--- config.mk ---
export PLATFORM = sky130hd
export DESIGN_NAME = sdram_req_arbiter
export DESIGN_NICKNAME = d
export VERILOG_FILES = /design/src/rtl/sdram_arb_pkg.sv /design/src/rtl/rr_pick.sv /design/src/rtl/sdram_req_arbiter.sv
export SDC_FILE = /design/constraint.sdc
export NUM_CORES = 1
export LEC_CHECK = 0
export CAP_MARGIN = 15
export CORE_UTILIZATION = 40
export CTS_CLUSTER_SIZE = 25
export DETAILED_ROUTE_END_ITERATION = 12
export MAX_ROUTING_LAYER = met4
export PLACE_DENSITY = 0.74
export SYNTH_ARGS = -nofsm -noshare
export SYNTH_HDL_FRONTEND = slang
export SYNTH_HIERARCHICAL = 1
export SYNTH_SLANG_ARGS = --single-unit
export TNS_END_PERCENT = 10
--- constraint.sdc ---
create_clock -name clk -period 5.6 [get_ports clk]
set_clock_uncertainty 0.1 [all_clocks]
set_input_delay 1.12 -clock clk [delete_from_list [all_inputs] [get_ports clk]]
set_output_delay 1.12 -clock clk [all_outputs]
set_load 0.05 [all_outputs]
--- src/rtl/sdram_arb_pkg.sv ---
// Shared types and defaults for the SDRAM request arbiter.
package sdram_arb_pkg;

  localparam int DEF_REFRESH_INTERVAL = 1560;
  localparam int DEF_TIMEOUT_CYCLES   = 64;
  localparam int ARB_ADDR_W           = 20;
  localparam int ARB_DATA_W           = 16;

  typedef enum logic [2:0] {
    IDLE,
    REFRESH,
    ISSUE,
    BUSY,
    RESP
  } arb_state_t;

  // Command captured at grant time; the field widths must match ADDR_W/DATA_W of the top.
  typedef struct packed {
    logic                  wr;
    logic [ARB_ADDR_W-1:0] addr;
    logic [ARB_DATA_W-1:0] wdata;
    logic [1:0]            be;
  } hold_t;

endpackage

--- src/rtl/rr_pick.sv ---
// Combinational round-robin select: first set request bit after last_grant, with wrap.
module rr_pick #(
  parameter int N     = 2,
  parameter int IDX_W = $clog2(N)
) (
  input  logic [N-1:0]     req,
  input  logic [IDX_W-1:0] last_grant,
  output logic [N-1:0]     onehot,
  output logic [IDX_W-1:0] idx,
  output logic             any
);

  logic [IDX_W:0]   sum;
  logic [IDX_W-1:0] cand;

  always_comb begin
    onehot = '0;
    idx    = '0;
    any    = 1'b0;
    sum    = '0;
    cand   = '0;
    for (int k = 1; k <= N; k++) begin
      sum = {1'b0, last_grant} + (IDX_W+1)'(k);
      if (sum >= (IDX_W+1)'(N)) begin
        sum = sum - (IDX_W+1)'(N);
      end
      cand = sum[IDX_W-1:0];
      if (!any && req[cand]) begin
        any          = 1'b1;
        idx          = cand;
        onehot[cand] = 1'b1;
      end
    end
  end

endmodule

--- src/rtl/sdram_req_arbiter.sv ---
// Arbitrates NUM_REQ host requesters onto one SDRAM controller port and owns the refresh schedule.
// Optional BUSY watchdog (err on timeout) enabled by defining SDRAM_ARB_TIMEOUT_EN.
module sdram_req_arbiter
  import sdram_arb_pkg::*;
#(
  parameter int NUM_REQ          = 2,
  parameter int ADDR_W           = ARB_ADDR_W,
  parameter int DATA_W           = ARB_DATA_W,
  parameter int REFRESH_INTERVAL = DEF_REFRESH_INTERVAL
`ifdef SDRAM_ARB_TIMEOUT_EN
  , parameter int TIMEOUT_CYCLES = DEF_TIMEOUT_CYCLES
`endif
) (
  input  logic                        clk,
  input  logic                        rst,
  input  logic [NUM_REQ-1:0]          req,
  input  logic [NUM_REQ-1:0]          req_wr,
  input  logic [NUM_REQ*ADDR_W-1:0]   req_addr,
  input  logic [NUM_REQ*DATA_W-1:0]   req_wdata,
  input  logic [NUM_REQ*2-1:0]        req_be,
  output logic [NUM_REQ-1:0]          ack,
  output logic                        err,
  output logic [DATA_W-1:0]           rdata,
  output logic                        ctl_valid,
  input  logic                        ctl_ready,
  output logic                        ctl_wr,
  output logic [ADDR_W-1:0]           ctl_addr,
  output logic [DATA_W-1:0]           ctl_wdata,
  output logic [1:0]                  ctl_be,
  input  logic                        ctl_done,
  input  logic [DATA_W-1:0]           ctl_rdata,
  output logic                        ref_req,
  input  logic                        ref_ack
);

  localparam int IDX_W = $clog2(NUM_REQ);
  localparam int RC_W  = $clog2(REFRESH_INTERVAL + 1);

  arb_state_t          state_reg;
  logic [IDX_W-1:0]    last_grant_reg;
  logic [IDX_W-1:0]    idx_reg;
  logic [NUM_REQ-1:0]  grant_reg;
  hold_t               hold_reg;
  logic                ctl_valid_reg;
  logic                ref_req_reg;
  logic [NUM_REQ-1:0]  ack_reg;
  logic [DATA_W-1:0]   rdata_reg;
  logic [RC_W-1:0]     refresh_cnt_reg;
  logic                ref_pending_reg;

  logic                ref_expire;
  logic                ref_due;
  logic                ref_clear;
  logic [NUM_REQ-1:0]  pick_onehot;
  logic [IDX_W-1:0]    pick_idx;
  logic                pick_any;

  logic [ADDR_W-1:0]   addr_arr  [NUM_REQ];
  logic [DATA_W-1:0]   wdata_arr [NUM_REQ];
  logic [1:0]          be_arr    [NUM_REQ];

  for (genvar gi = 0; gi < NUM_REQ; gi++) begin : g_unpack
    assign addr_arr[gi]  = req_addr[gi*ADDR_W +: ADDR_W];
    assign wdata_arr[gi] = req_wdata[gi*DATA_W +: DATA_W];
    assign be_arr[gi]    = req_be[gi*2 +: 2];
  end

  rr_pick #(
    .N     (NUM_REQ),
    .IDX_W (IDX_W)
  ) u_pick (
    .req        (req),
    .last_grant (last_grant_reg),
    .onehot     (pick_onehot),
    .idx        (pick_idx),
    .any        (pick_any)
  );

  // An expiry in the current cycle already counts as due, so it beats a same-cycle request.
  assign ref_expire = (refresh_cnt_reg == '0);
  assign ref_due    = ref_pending_reg | ref_expire;
  assign ref_clear  = (state_reg == REFRESH) && ref_ack;

  always_ff @(posedge clk) begin
    if (rst) begin
      refresh_cnt_reg <= RC_W'(REFRESH_INTERVAL - 1);
      ref_pending_reg <= 1'b0;
    end else begin
      if (ref_expire) begin
        refresh_cnt_reg <= RC_W'(REFRESH_INTERVAL - 1);
        ref_pending_reg <= 1'b1;
      end else begin
        refresh_cnt_reg <= refresh_cnt_reg - RC_W'(1);
        if (ref_clear) begin
          ref_pending_reg <= 1'b0;
        end
      end
    end
  end

`ifdef SDRAM_ARB_TIMEOUT_EN
  localparam int TO_W = $clog2(TIMEOUT_CYCLES + 1);
  logic [TO_W-1:0] busy_cnt_reg;
  logic            err_reg;
  assign err = err_reg;
`else
  assign err = 1'b0;
`endif

  always_ff @(posedge clk) begin
    if (rst) begin
      state_reg      <= IDLE;
      last_grant_reg <= IDX_W'(NUM_REQ - 1);
      idx_reg        <= '0;
      grant_reg      <= '0;
      hold_reg       <= '0;
      ctl_valid_reg  <= 1'b0;
      ref_req_reg    <= 1'b0;
      ack_reg        <= '0;
      rdata_reg      <= '0;
`ifdef SDRAM_ARB_TIMEOUT_EN
      busy_cnt_reg   <= '0;
      err_reg        <= 1'b0;
`endif
    end else begin
      ack_reg <= '0;
      unique case (state_reg)
        IDLE: begin
          if (ctl_ready) begin
            if (ref_due) begin
              ref_req_reg <= 1'b1;
              state_reg   <= REFRESH;
            end else if (pick_any) begin
              idx_reg       <= pick_idx;
              grant_reg     <= pick_onehot;
              hold_reg      <= '{wr:    req_wr[pick_idx],
                                 addr:  addr_arr[pick_idx],
                                 wdata: wdata_arr[pick_idx],
                                 be:    be_arr[pick_idx]};
              ctl_valid_reg <= 1'b1;
              state_reg     <= ISSUE;
            end
          end
        end
        REFRESH: begin
          if (ref_ack) begin
            ref_req_reg <= 1'b0;
            state_reg   <= IDLE;
          end
        end
        ISSUE: begin
          if (ctl_ready) begin
            ctl_valid_reg <= 1'b0;
            state_reg     <= BUSY;
`ifdef SDRAM_ARB_TIMEOUT_EN
            busy_cnt_reg  <= '0;
`endif
          end
        end
        BUSY: begin
          if (ctl_done) begin
            if (!hold_reg.wr) begin
              rdata_reg <= ctl_rdata;
            end
            ack_reg   <= grant_reg;
            state_reg <= RESP;
          end
`ifdef SDRAM_ARB_TIMEOUT_EN
          else if (busy_cnt_reg == TO_W'(TIMEOUT_CYCLES - 1)) begin
            err_reg   <= 1'b1;
            rdata_reg <= '0;
            ack_reg   <= grant_reg;
            state_reg <= RESP;
          end else begin
            busy_cnt_reg <= busy_cnt_reg + TO_W'(1);
          end
`endif
        end
        RESP: begin
          last_grant_reg <= idx_reg;
`ifdef SDRAM_ARB_TIMEOUT_EN
          err_reg        <= 1'b0;
`endif
          state_reg      <= IDLE;
        end
        default: state_reg <= IDLE;
      endcase
    end
  end

  assign ack       = ack_reg;
  assign rdata     = rdata_reg;
  assign ctl_valid = ctl_valid_reg;
  assign ctl_wr    = hold_reg.wr;
  assign ctl_addr  = hold_reg.addr;
  assign ctl_wdata = hold_reg.wdata;
  assign ctl_be    = hold_reg.be;
  assign ref_req   = ref_req_reg;

endmodule

Yosys cells after proc, flatten, opt, wreduce, memory -nomap -nowiden
Index checks and enable logic that the tools add are counted.
{ "op_classes": {"add_sub_neg": 5, "magnitude_cmp": 8, "n_eq_ne": 12, "muxes": 45, "bitwise": 7, "n_reduce_logical": 17} }
{ "ops": {"columns": ["operator", "count"], "rows": [
  ["20-bit 2-to-1 mux", 3],
  ["16-bit 2-to-1 mux", 3],
  ["1-bit 2-to-1 mux", 23],
  ["3-bit 2-to-1 mux", 6],
  ["2-bit != test, second input constant", 7],
  ["3-bit case mux with 4 select lines", 1],
  ["11-bit zero test", 1],
  ["11-bit by 1-bit subtractor with 11-bit output, second input constant", 1],
  ["2-bit 2-to-1 mux", 5],
  ["5-bit AND reduction", 2],
  ["4-bit AND reduction", 2],
  ["3-bit by 2-bit == test with 1-bit output, second input constant", 2],
  ["2-bit >= comparator, second input constant", 3],
  ["1-bit by 2-bit < comparator with 1-bit output, second input constant", 3],
  ["2-bit nonzero test", 3],
  ["1-bit logical AND", 4],
  ["1-bit inverter", 4],
  ["1-bit case mux with 2 select lines", 2],
  ["3-bit by 1-bit == test with 1-bit output, second input constant", 1],
  ["3-bit == test, second input constant", 1],
  ["3-bit zero test", 1],
  ["3-bit != test, second input constant", 1],
  ["3-bit AND reduction", 1],
  ["3-bit OR reduction", 1],
  ["other kinds (10)", 13]
]} }
{ "word_totals": {"reg_bits": 78, "in_bits": 101, "out_inout_bits": 60, "wordCells": 108} }

Longest topological paths before layout
Gate-level depths: netlist of the first run.
{ "logic_depth": {"ltp_word": 13, "mapped_depth": 9} }

Modules after synthesis
The synthesis of the first run kept the hierarchy.
{ "modules_own_cells": {"columns": ["mod", "instances", "cells_per_inst", "area_each_um2"], "rows": [
  ["sdram_req_arbiter", 1, 374, 3618.5],
  ["rr_pick", 1, 5, 32.5]
]} }

Least setup slack after synthesis of the first run
OpenSTA, ideal clock, no wires.
{ "synth_timing": {"path_type": "input to register", "startpoint": "in req[1]", "endpoint": "reg hold_reg, in the netlist ctl_addr[0]", "setup_time_ns": 0.146, "arrival_time_ns": 2.216, "required_time_ns": 5.354, "setup_slack_ns": 3.138, "path_stages": 5, "n_path_buf": 2, "path_cell_list": "a21boi_0 > clkbuf_1 > clkbuf_1 > mux2i_1 > a211oi_2"} }
{ "synth_between": {"elab_chain_len": 10, "elab_cells_between_ends": 15} }
{ "synth_rtl": {"columns": ["item", "line_no", "source"], "rows": [
  ["from (decl)", "sdram_req_arbiter.sv:16", "input logic [NUM_REQ-1:0] req,"],
  ["1-bit 2-to-1 mux (implied by the code) (2 in series)", "rr_pick.sv:28", "if (!any && req[cand]) begin"],
  ["1-bit 2-to-1 mux", "rr_pick.sv:28", null],
  ["1-bit zero test", "rr_pick.sv:28", null],
  ["1-bit logical AND", "rr_pick.sv:28", null],
  ["1-bit 2-to-1 mux", "rr_pick.sv:28", null],
  ["1-bit inverter with 2-bit output (implied by the code)", "sdram_req_arbiter.sv:137", "addr: addr_arr[pick_idx],"],
  ["20-bit 2-to-1 mux (implied by the code) (3 in series)", "sdram_req_arbiter.sv:137", null],
  ["to (signal assigned)", "sdram_req_arbiter.sv:136", "hold_reg <= '{wr: req_wr[pick_idx],"],
  ["to (decl)", "sdram_req_arbiter.sv:43", "hold_t hold_reg;"]
]} }
Parallel ways exist; a longest one is shown, timed or not. The select of a mux whose other input is x is not followed.
A chain may end at the register's enable or synchronous reset.

Worst setup path after layout of the first run
{ "layout_timing": {"startpoint": "in ctl_ready", "endpoint": "reg hold_reg, in the netlist ctl_wdata[0]"} }
{ "layout_between": {"elab_chain_len": 1} }
{ "layout_rtl": {"columns": ["item", "line_no", "source"], "rows": [
  ["from (decl)", "sdram_req_arbiter.sv:25", "input logic ctl_ready,"],
  ["4-bit AND reduction (no source line)", null, null]
]} }
Every way passes these cells.

==> results of run 1 <==
[how the worst max path moves through the flow]
stage | endpoint | cells past startpoint | slack [ns] | from
after global routing | ctl_be[0] | 5 | 2.09 | ctl_ready
after CTS | ctl_wdata[0] | 5 | 2.28 | ctl_ready
final | ctl_wdata[0] | 5 | 2.27 | ctl_ready
after floorplan | ctl_addr[0] | 5 | 3.14 | req[1]
after global placement | ctl_be[0] | 5 | 1.96 | ctl_ready
after detailed placement | ctl_wdata[0] | 5 | 1.92 | ctl_ready
[layout make-up]
cell class	count	area share (%)
Clock buffer	12	2.49
Timing Repair Buffer	162	29.7
Multi-Input combinational cell	262	35.3
Inverter	6	0.415
Tap cell	108	2.49
Clock inverter	4	0.875
Sequential cell	78	28.7
[kinds of logic after synthesis]
logic type / synth area share, %
fa+ha+maj: 0.685
compound gates: 26.0
other cells: 0.103
xor+xnor: 0.480
buf+inv: 5.14
flops: 42.8
simple gates: 13.1
mux: 11.8
[power by group through the flow]
| stage | logic (uW) | registers (uW) | clock network (uW) |
|---|---|---|---|
| floorplan | 148 | 733 | 0 |
| global placement | 405 | 625 | 0 |
| detailed placement | 410 | 626 | 0 |
| CTS | 411 | 614 | 409 |
| global route | 430 | 618 | 435 |
| finish | 408 | 614 | 400 |
[metrics by stage]
step                      util (%)  cell area (um^2)
final                         62.0              5430
after global routing          62.0              5430
after CTS                     62.0              5430
after detailed placement      59.9              5250
after global placement        59.9              5250
after floorplan                  -              3650
[routing by layer]
| layer | track usage (%) | vias to the layer above | wire length (um) |
|---|---|---|---|
| met5 | - | - | 0 |
| met4 | 4.75 | 0 | 54 |
| met3 | 4.39 | 7 | 613 |
| met2 | 34.2 | 114 | 4640 |
| met1 | 26.6 | 1556 | 4440 |
| li1 | - | 1643 | - |
[layout by cell type (no fill, tap or decap), types with 4 or more instances in the layout]
cell and count:
a211oi_2 37, a21oi_1 62, buf_4 4, clkbuf_8 9, clkdlybuf4s50_1 158, dfxtp_1 78, inv_1 6, mux2i_1 43
nand2_1 41, nand2b_1 9, nor2_1 12, nor3_1 7, o21ai_0 4
==> impl_metrics.toml, run 1 <==
[outcome]
status = "finished clean"

[cells_and_area]
fin_cells = 632
final.fill_count = 765
largest_reg_flops = 20
antenna_cells = 0
drive_above_1_share_pct = 11.6
layout.nets = 622
register_area_um2 = 1560
multi_input_area_um2 = 1920
syn2layout_area_growth_pct = 48.8

[yosys]
synth_top_area_share_pct = 42.8
synth-edff-count = 0
syn_area_um2 = 3650
yosysTopAreaCell = "dfxtp_1"
synth.top_cells.by_count = "78 x dfxtp_1, 62 x a21oi_1, 43 x mux2i_1, 41 x nand2_1, 37 x a211oi_2"
synth_cell_types = 43
yosysMostFrequentCell = "dfxtp_1"
synth_cells = 379
seq_area_frac_synth_pct = 42.8
synthFlopType = "dfxtp_1"
yosysWarnings = 6
ys_seq_elements = 78
async_flop_share_pct = 0
synth_area_leaders = "dfxtp_1 43%, a211oi_2 13%, mux2i_1 12%, a21oi_1 8.5%, nand2_1 4.2%"
synth.net_count = 482
syn_avg_cell_area_um2 = 9.63

[route]
drt_iter0_drc = 138
wl_per_cell_um = 15.4
antenna_left = 0
drc = 0
drtPass1Iterations = 5
vias = 3320
vias_per_cell = 5.25
wirelength_um = 9750

[timing]
min_period_ns = 3.33
timing.fmax_ghz = 0.301
maxSlewHeadroom_pct = 24.5
rsz0062_at_grt = "false"
drv_slew = 0
finalSetupTns_ns = 0
setup_viol = 0
setup_ws_ns = 2.27
whs_ns = 0.309
post-route-period-util_pct = 59.4
hold_viol = 0
worstMarginPinSlew_ns = 1.13

[grt]
grt_use_total_pct = 20.9
antenna_found_initial = 0
grt_max_degree = 79
grt_pass1_vias = 3226
grt_pass1_wl_um = 16000
gr-total-overflow = 0

[setup_path]
worstPathCellList = "clkdlybuf4s50_1 > and2_1 > buf_4 > and2_2 > a211oi_1"
crit_type = "input pin to flip-flop"
cp_max_fo = 44
reg2reg_slack_ns = 2.93
cp_data_required_time_ns = 5.66
worst-path-buf-inv = 2
worstRegToRegCells = 5
cpMaxStageDelayCell = "and2_2"
cp-end-kind = "flip-flop"
r2r-start = "state_reg[0]"
critPathTopFamily = "simple AND/OR/NAND/NOR gates"
crit_path_start_kind = "input pin"
r2r-end = "ctl_wdata[0]"
crit_arrival_ns = 3.39
slowest_delay_ns = 0.99

[run]
maxCapViolations = 0

[worst_hold_path]
hold_depth = 1
whs_endpoint = "refresh_cnt_reg[0]"
hold_path_class = "flip-flop to flip-flop"
hp-start = "refresh_cnt_reg[0]"

[power_and_ir_drop]
pwr_density_cell_nw_per_um2 = 262
power.share.clock_pct = 28.1
leakage_uw = 0.00189
switchingPower_uw = 450
seqPwrFrac_pct = 43.2
p_total_uw = 1420
pwr-share-comb_pct = 28.7
internal_power_uw = 971
ir_drop_v = 0.000133
swShare_pct = 31.7

[floorplan]
initial_utilization_pct = 41.7
ioPinCount = 161
die_h_um = 97.5
die_w_um = 97.5
row_count = 34
dieArea_um2 = 9510
coreArea_um2 = 8760

[place]
dp_slack_ns = 1.92
dp.cells = 616
gp_congestion = 0.767
hpwl_um = 6860
port_buffers = 159

[clock_network]
cts_buffers = 9
cts_hold_buffers = 0
clock-sinks = 78
cts_resized = 0
clk_path_buf_depth = 2
worst_skew_pair.late_latency_ns = 0.33
cts_max_level = 3
postCtsSetupRepairBufs = 0
cts.clk_slew.worst_paths_ns = 0.08
cts_tree = "yes"
cts-root-buf = "clkbuf_8"
Note: power is estimated with default switching activity, not from simulation.
==> run 2: changes to the inputs <==
--- a/config.mk
+++ b/config.mk
@@ -6,7 +6,7 @@
 export NUM_CORES = 1
 export LEC_CHECK = 0
 export CAP_MARGIN = 15
-export CORE_UTILIZATION = 40
+export CORE_UTILIZATION = 38
 export CTS_CLUSTER_SIZE = 25
 export DETAILED_ROUTE_END_ITERATION = 12
 export MAX_ROUTING_LAYER = met4
==> constraint.sdc (replaced) <==
create_clock -name clk -period 2.9 [get_ports clk]
set_clock_uncertainty 0.1 [all_clocks]
set_input_delay 0.58 -clock clk [delete_from_list [all_inputs] [get_ports clk]]
set_output_delay 0.58 -clock clk [all_outputs]
set_load 0.05 [all_outputs]
==> impl_metrics.toml, run 2 (synthesized netlist as in run 1, its figures left out) <==
[outcome]
status = "finished clean"

[clock_network]
worst_skew_pair.late_latency_ns = 0.34
cts_resized = 0
cts_buffers = 9
cts_tree = "yes"
cts.clk_slew.worst_paths_ns = 0.08
clk_path_buf_depth = 2
postCtsSetupRepairBufs = 0
cts_hold_buffers = 0
clock-sinks = 78
cts-root-buf = "clkbuf_8"
cts_max_level = 3

[cells_and_area]
drive_above_1_share_pct = 13.7
layout_common_cells = "158 x clkdlybuf4s50_1, 78 x dfxtp_1, 62 x a21oi_1, 43 x mux2i_1, 41 x nand2_1"
layout.cells.most_common = "clkdlybuf4s50_1"
final.fill_count = 813
layout.nets = 632
largest_reg_flops = 20
fin_cells = 662
syn2layout_area_growth_pct = 53.0
antenna_cells = 0

[power_and_ir_drop]
ir_drop_v = 0.000263
switchingPower_uw = 894
swShare_pct = 31.0
pwr-share-comb_pct = 27.7
leakage_uw = 0.00196
pwr_density_cell_nw_per_um2 = 517
p_total_uw = 2890
power.share.clock_pct = 31.3
seqPwrFrac_pct = 41.1
internal_power_uw = 1990

[setup_path]
reg2reg_slack_ns = 0.76
cpMaxStageDelayCell = "clkdlybuf4s50_1"
worstPathCellList = "clkdlybuf4s50_1"
worst-path-buf-inv = 1
cp_max_fo = 4
critPathTopFamily = "buffers and inverters"
crit_arrival_ns = 1.60
crit_type = "flip-flop to primary output"
cp_data_required_time_ns = 2.22
cp-end-kind = "primary output"
slowest_delay_ns = 0.85
crit_path_start_kind = "flip-flop"

[floorplan]
coreArea_um2 = 9280
die_h_um = 100
initial_utilization_pct = 39.3
ioPinCount = 161
die_w_um = 100
row_count = 35
dieArea_um2 = 10000

[timing]
rsz0062_at_grt = "false"
timing.fmax_ghz = 0.438
worstMarginPinSlew_ns = 0.533
min_period_ns = 2.28
hold_viol = 0
finalSetupTns_ns = 0
drv_slew = 0
setup_viol = 0
post-route-period-util_pct = 78.7
maxSlewHeadroom_pct = 64.4
setup_ws_ns = 0.617

[run]
maxCapViolations = 0

[route]
wirelength_um = 9500
drtPass1Iterations = 4
met3RoutedLength_um = 682
routed.top_layer = "met4"
antenna_left = 0
vias = 3316
dr_wl_met2_um = 4590
drc = 0
drt_iter0_drc = 178
vias_per_cell = 5.01
met1Wirelength_um = 4140
wl_per_cell_um = 14.3

[grt]
grt_pass1_wl_um = 15500
grt_max_degree = 42
grt_pass1_vias = 3267
gr-total-overflow = 0
grt_use_total_pct = 19.9
antenna_found_initial = 0

[place]
dp.cells = 647
gp_congestion = 0.786
port_buffers = 159
hpwl_um = 7040
dp_slack_ns = 0.345

[worst_hold_path]
hold_path_class = "flip-flop to flip-flop"
## run 2: per-layer routing
| layer | vias up | GRT usage, % |
|---|---|---|
| met5 | - | - |
| met4 | 0 | 4.68 |
| met3 | 10 | 5.36 |
| met2 | 119 | 33.6 |
| met1 | 1531 | 23.7 |
| li1 | 1656 | - |
## run 2: worst paths after layout
kind / end / depth (start not counted) / startpoint
worst max-delay path: ctl_wr / 1 / ctl_wr
worst min-delay path: refresh_cnt_reg[0] / 1 / refresh_cnt_reg[0]
worst max register to register: ctl_wdata[9] / 8 / refresh_cnt_reg[0]
worst min register to register: refresh_cnt_reg[0] / 1 / refresh_cnt_reg[0]
## run 2: per-stage QoR
step	area (um^2)	utilization, %	hold WS, ns
global placement	5360	57.8	0.274
global route	5590	60.2	0.327
finish	5590	60.2	0.304
CTS	5590	60.2	0.311
floorplan	3650	-	0.266
detailed placement	5360	57.8	0.287
## run 2: cell type report
cell class	count	area [um^2]	share of cell area [%]
clock buffer	10	138	2.46
clock inverter	5	83.8	1.50
inverter	6	22.5	0.403
multi-input combinational	262	1920	34.4
sequential	78	1560	28.0
tap	129	161	2.89
timing repair buffer	172	1700	30.4
## run 2: power groups by stage
stage / registers (uW) / clock network, uW / logic (uW)
3_3_place_gp: 1210 / 0 / 792
2_1_floorplan: 1420 / 0 / 286
4_1_cts: 1180 / 919 / 805
5_1_grt: 1190 / 974 / 845
6_report: 1180 / 902 / 799
3_5_place_dp: 1210 / 0 / 804
==> run 3: changes to the inputs <==
--- a/config.mk
+++ b/config.mk
@@ -6,7 +6,7 @@
 export NUM_CORES = 1
 export LEC_CHECK = 0
 export CAP_MARGIN = 15
-export CORE_UTILIZATION = 38
+export CORE_UTILIZATION = 40
 export CTS_CLUSTER_SIZE = 25
 export DETAILED_ROUTE_END_ITERATION = 12
 export MAX_ROUTING_LAYER = met4
==> constraint.sdc (replaced) <==
create_clock -name clk -period 2.2 [get_ports clk]
set_clock_uncertainty 0.1 [all_clocks]
set_input_delay 0.44 -clock clk [delete_from_list [all_inputs] [get_ports clk]]
set_output_delay 0.44 -clock clk [all_outputs]
set_load 0.05 [all_outputs]
==> impl_metrics.toml, run 3 (synthesized netlist as in run 1, its figures left out) <==
[power_and_ir_drop]
pwr_density_cell_nw_per_um2 = 662
leakage_uw = 0.00199
ir_drop_v = 0.000368

[floorplan]
die_h_um = 97.5
die_w_um = 97.5
dieArea_um2 = 9510
ioPinCount = 161
row_count = 34
coreArea_um2 = 8760
initial_utilization_pct = 41.7

[route]
wl_per_cell_um = 15.5
wirelength_um = 9950
antenna_left = 0
vias = 3345
vias_per_cell = 5.22
drtPass1Iterations = 4
drt_iter0_drc = 97
drc = 0

[place]
dp_slack_ns = -0.109
hpwl_um = 7300
port_buffers = 159
dp.cells = 626
gp_congestion = 0.808

[timing]
timing.fmax_ghz = 0.482
hold_viol = 0
worstMarginPinSlew_ns = 0.596
rsz0062_at_grt = "false"
min_period_ns = 2.07
maxSlewHeadroom_pct = 60.3
post-route-period-util_pct = 94.2
setup_ws_ns = 0.127
drv_slew = 0
setup_viol = 0

[clock_network]
cts_buffers = 9
postCtsSetupRepairBufs = 0
clock-sinks = 78
clk_path_buf_depth = 2
cts_tree = "yes"
cts_max_level = 3
cts.clk_slew.worst_paths_ns = 0.08
cts_hold_buffers = 0
cts-root-buf = "clkbuf_8"
worst_skew_pair.late_latency_ns = 0.35

[cells_and_area]
fin_cells = 641
layout.nets = 632
multi_input_area_um2 = 1920
syn2layout_area_growth_pct = 53.3
antenna_cells = 0
layout_common_cells = "156 x clkdlybuf4s50_1, 78 x dfxtp_1, 62 x a21oi_1, 43 x mux2i_1, 41 x nand2_1"
register_area_um2 = 1560
drive_above_1_share_pct = 13.9
layout.cells.most_common = "clkdlybuf4s50_1"
largest_reg_flops = 20
final.fill_count = 746

[setup_path]
worst-path-buf-inv = 1
cp_data_required_time_ns = 1.66
slowest_delay_ns = 0.82
crit_type = "flip-flop to primary output"
crit_path_start_kind = "flip-flop"
cpMaxStageDelayCell = "clkdlybuf4s50_1"
critPathTopFamily = "buffers and inverters"
cp_max_fo = 2
worstPathCellList = "clkdlybuf4s50_1"
crit_arrival_ns = 1.53
cp-end-kind = "primary output"

[outcome]
status = "finished clean"

[worst_hold_path]
hold_path_class = "flip-flop to flip-flop"

[grt]
grt_pass1_vias = 3347
antenna_found_initial = 0
grt_use_total_pct = 21.9
grt_pass1_wl_um = 16500
grt_max_degree = 53
gr-total-overflow = 0

[run]
maxCapViolations = 0
## run 3: cell count changes in the layout (fill, tap and decap cells not counted)
| cell | previous run | this run |
|---|---|---|
| buf_12 | 1 | 6 |
| buf_4 | 13 | 9 |
| bufinv_16 | 2 | 1 |
| clkdlybuf4s50_1 | 158 | 156 |
| clkinv_4 | 1 | 0 |
| clkinvlp_4 | 2 | 4 |
| dlymetal6s2s_1 | 0 | 1 |
## run 3: report_power, final
group	internal (uW)	switching [uW]	total (uW)
clock network	548	517	1060
registers	1510	59.7	1560
logic	473	604	1080
## run 3: what timing repair did
item | 4_1_cts | 5_1_grt
endpoints found under the hold margin | 0 | 0
endpoints found under the setup margin | 0 | 1
resized for setup | 0 | 1
## run 3: final timing paths
check	from	to	slack, ns	cells after the start
setup / recovery	ctl_wdata[15]	ctl_wdata[15]	0.13	1
hold / removal	refresh_cnt_reg[0]	refresh_cnt_reg[0]	0.31	1
setup reg to reg	refresh_cnt_reg[0]	ctl_wr	0.30	7
hold reg to reg	refresh_cnt_reg[0]	refresh_cnt_reg[0]	0.31	1
## run 3: stage by stage
step | hold slack (ns) | total power, uW | setup TNS, ns | util, % | instance area, um^2
6_report | 0.311 | 3710 | 0 | 63.9 | 5600
5_1_grt | 0.331 | 3870 | 0 | 63.9 | 5600
2_1_floorplan | 0.266 | 2240 | 0 | - | 3650
3_5_place_dp | 0.296 | 2680 | -3.93 | 61.6 | 5400
3_3_place_gp | 0.274 | 2660 | -2.09 | 61.6 | 5400
4_1_cts | 0.314 | 3740 | 0 | 63.8 | 5600
## run 3: layout make-up
class                           instances  area share [%]
Multi-Input combinational cell        262            34.3
Timing Repair Buffer                  172            31.5
Sequential cell                        78            27.9
Clock buffer                           10            2.46
Tap cell                              108            2.41
Clock inverter                          5            1.07
Inverter                                6           0.402
## run 3: per-layer routing
layer | share of wire (%) | track usage (%) | up-vias | wire, um
met5 | 0 | - | - | 0
li1 | - | - | 1659 | -
met3 | 6.6 | 7.41 | 11 | 659
met2 | 47 | 35.6 | 108 | 4700
met1 | 45 | 26.7 | 1567 | 4520
met4 | 0.69 | 4.07 | 0 | 69
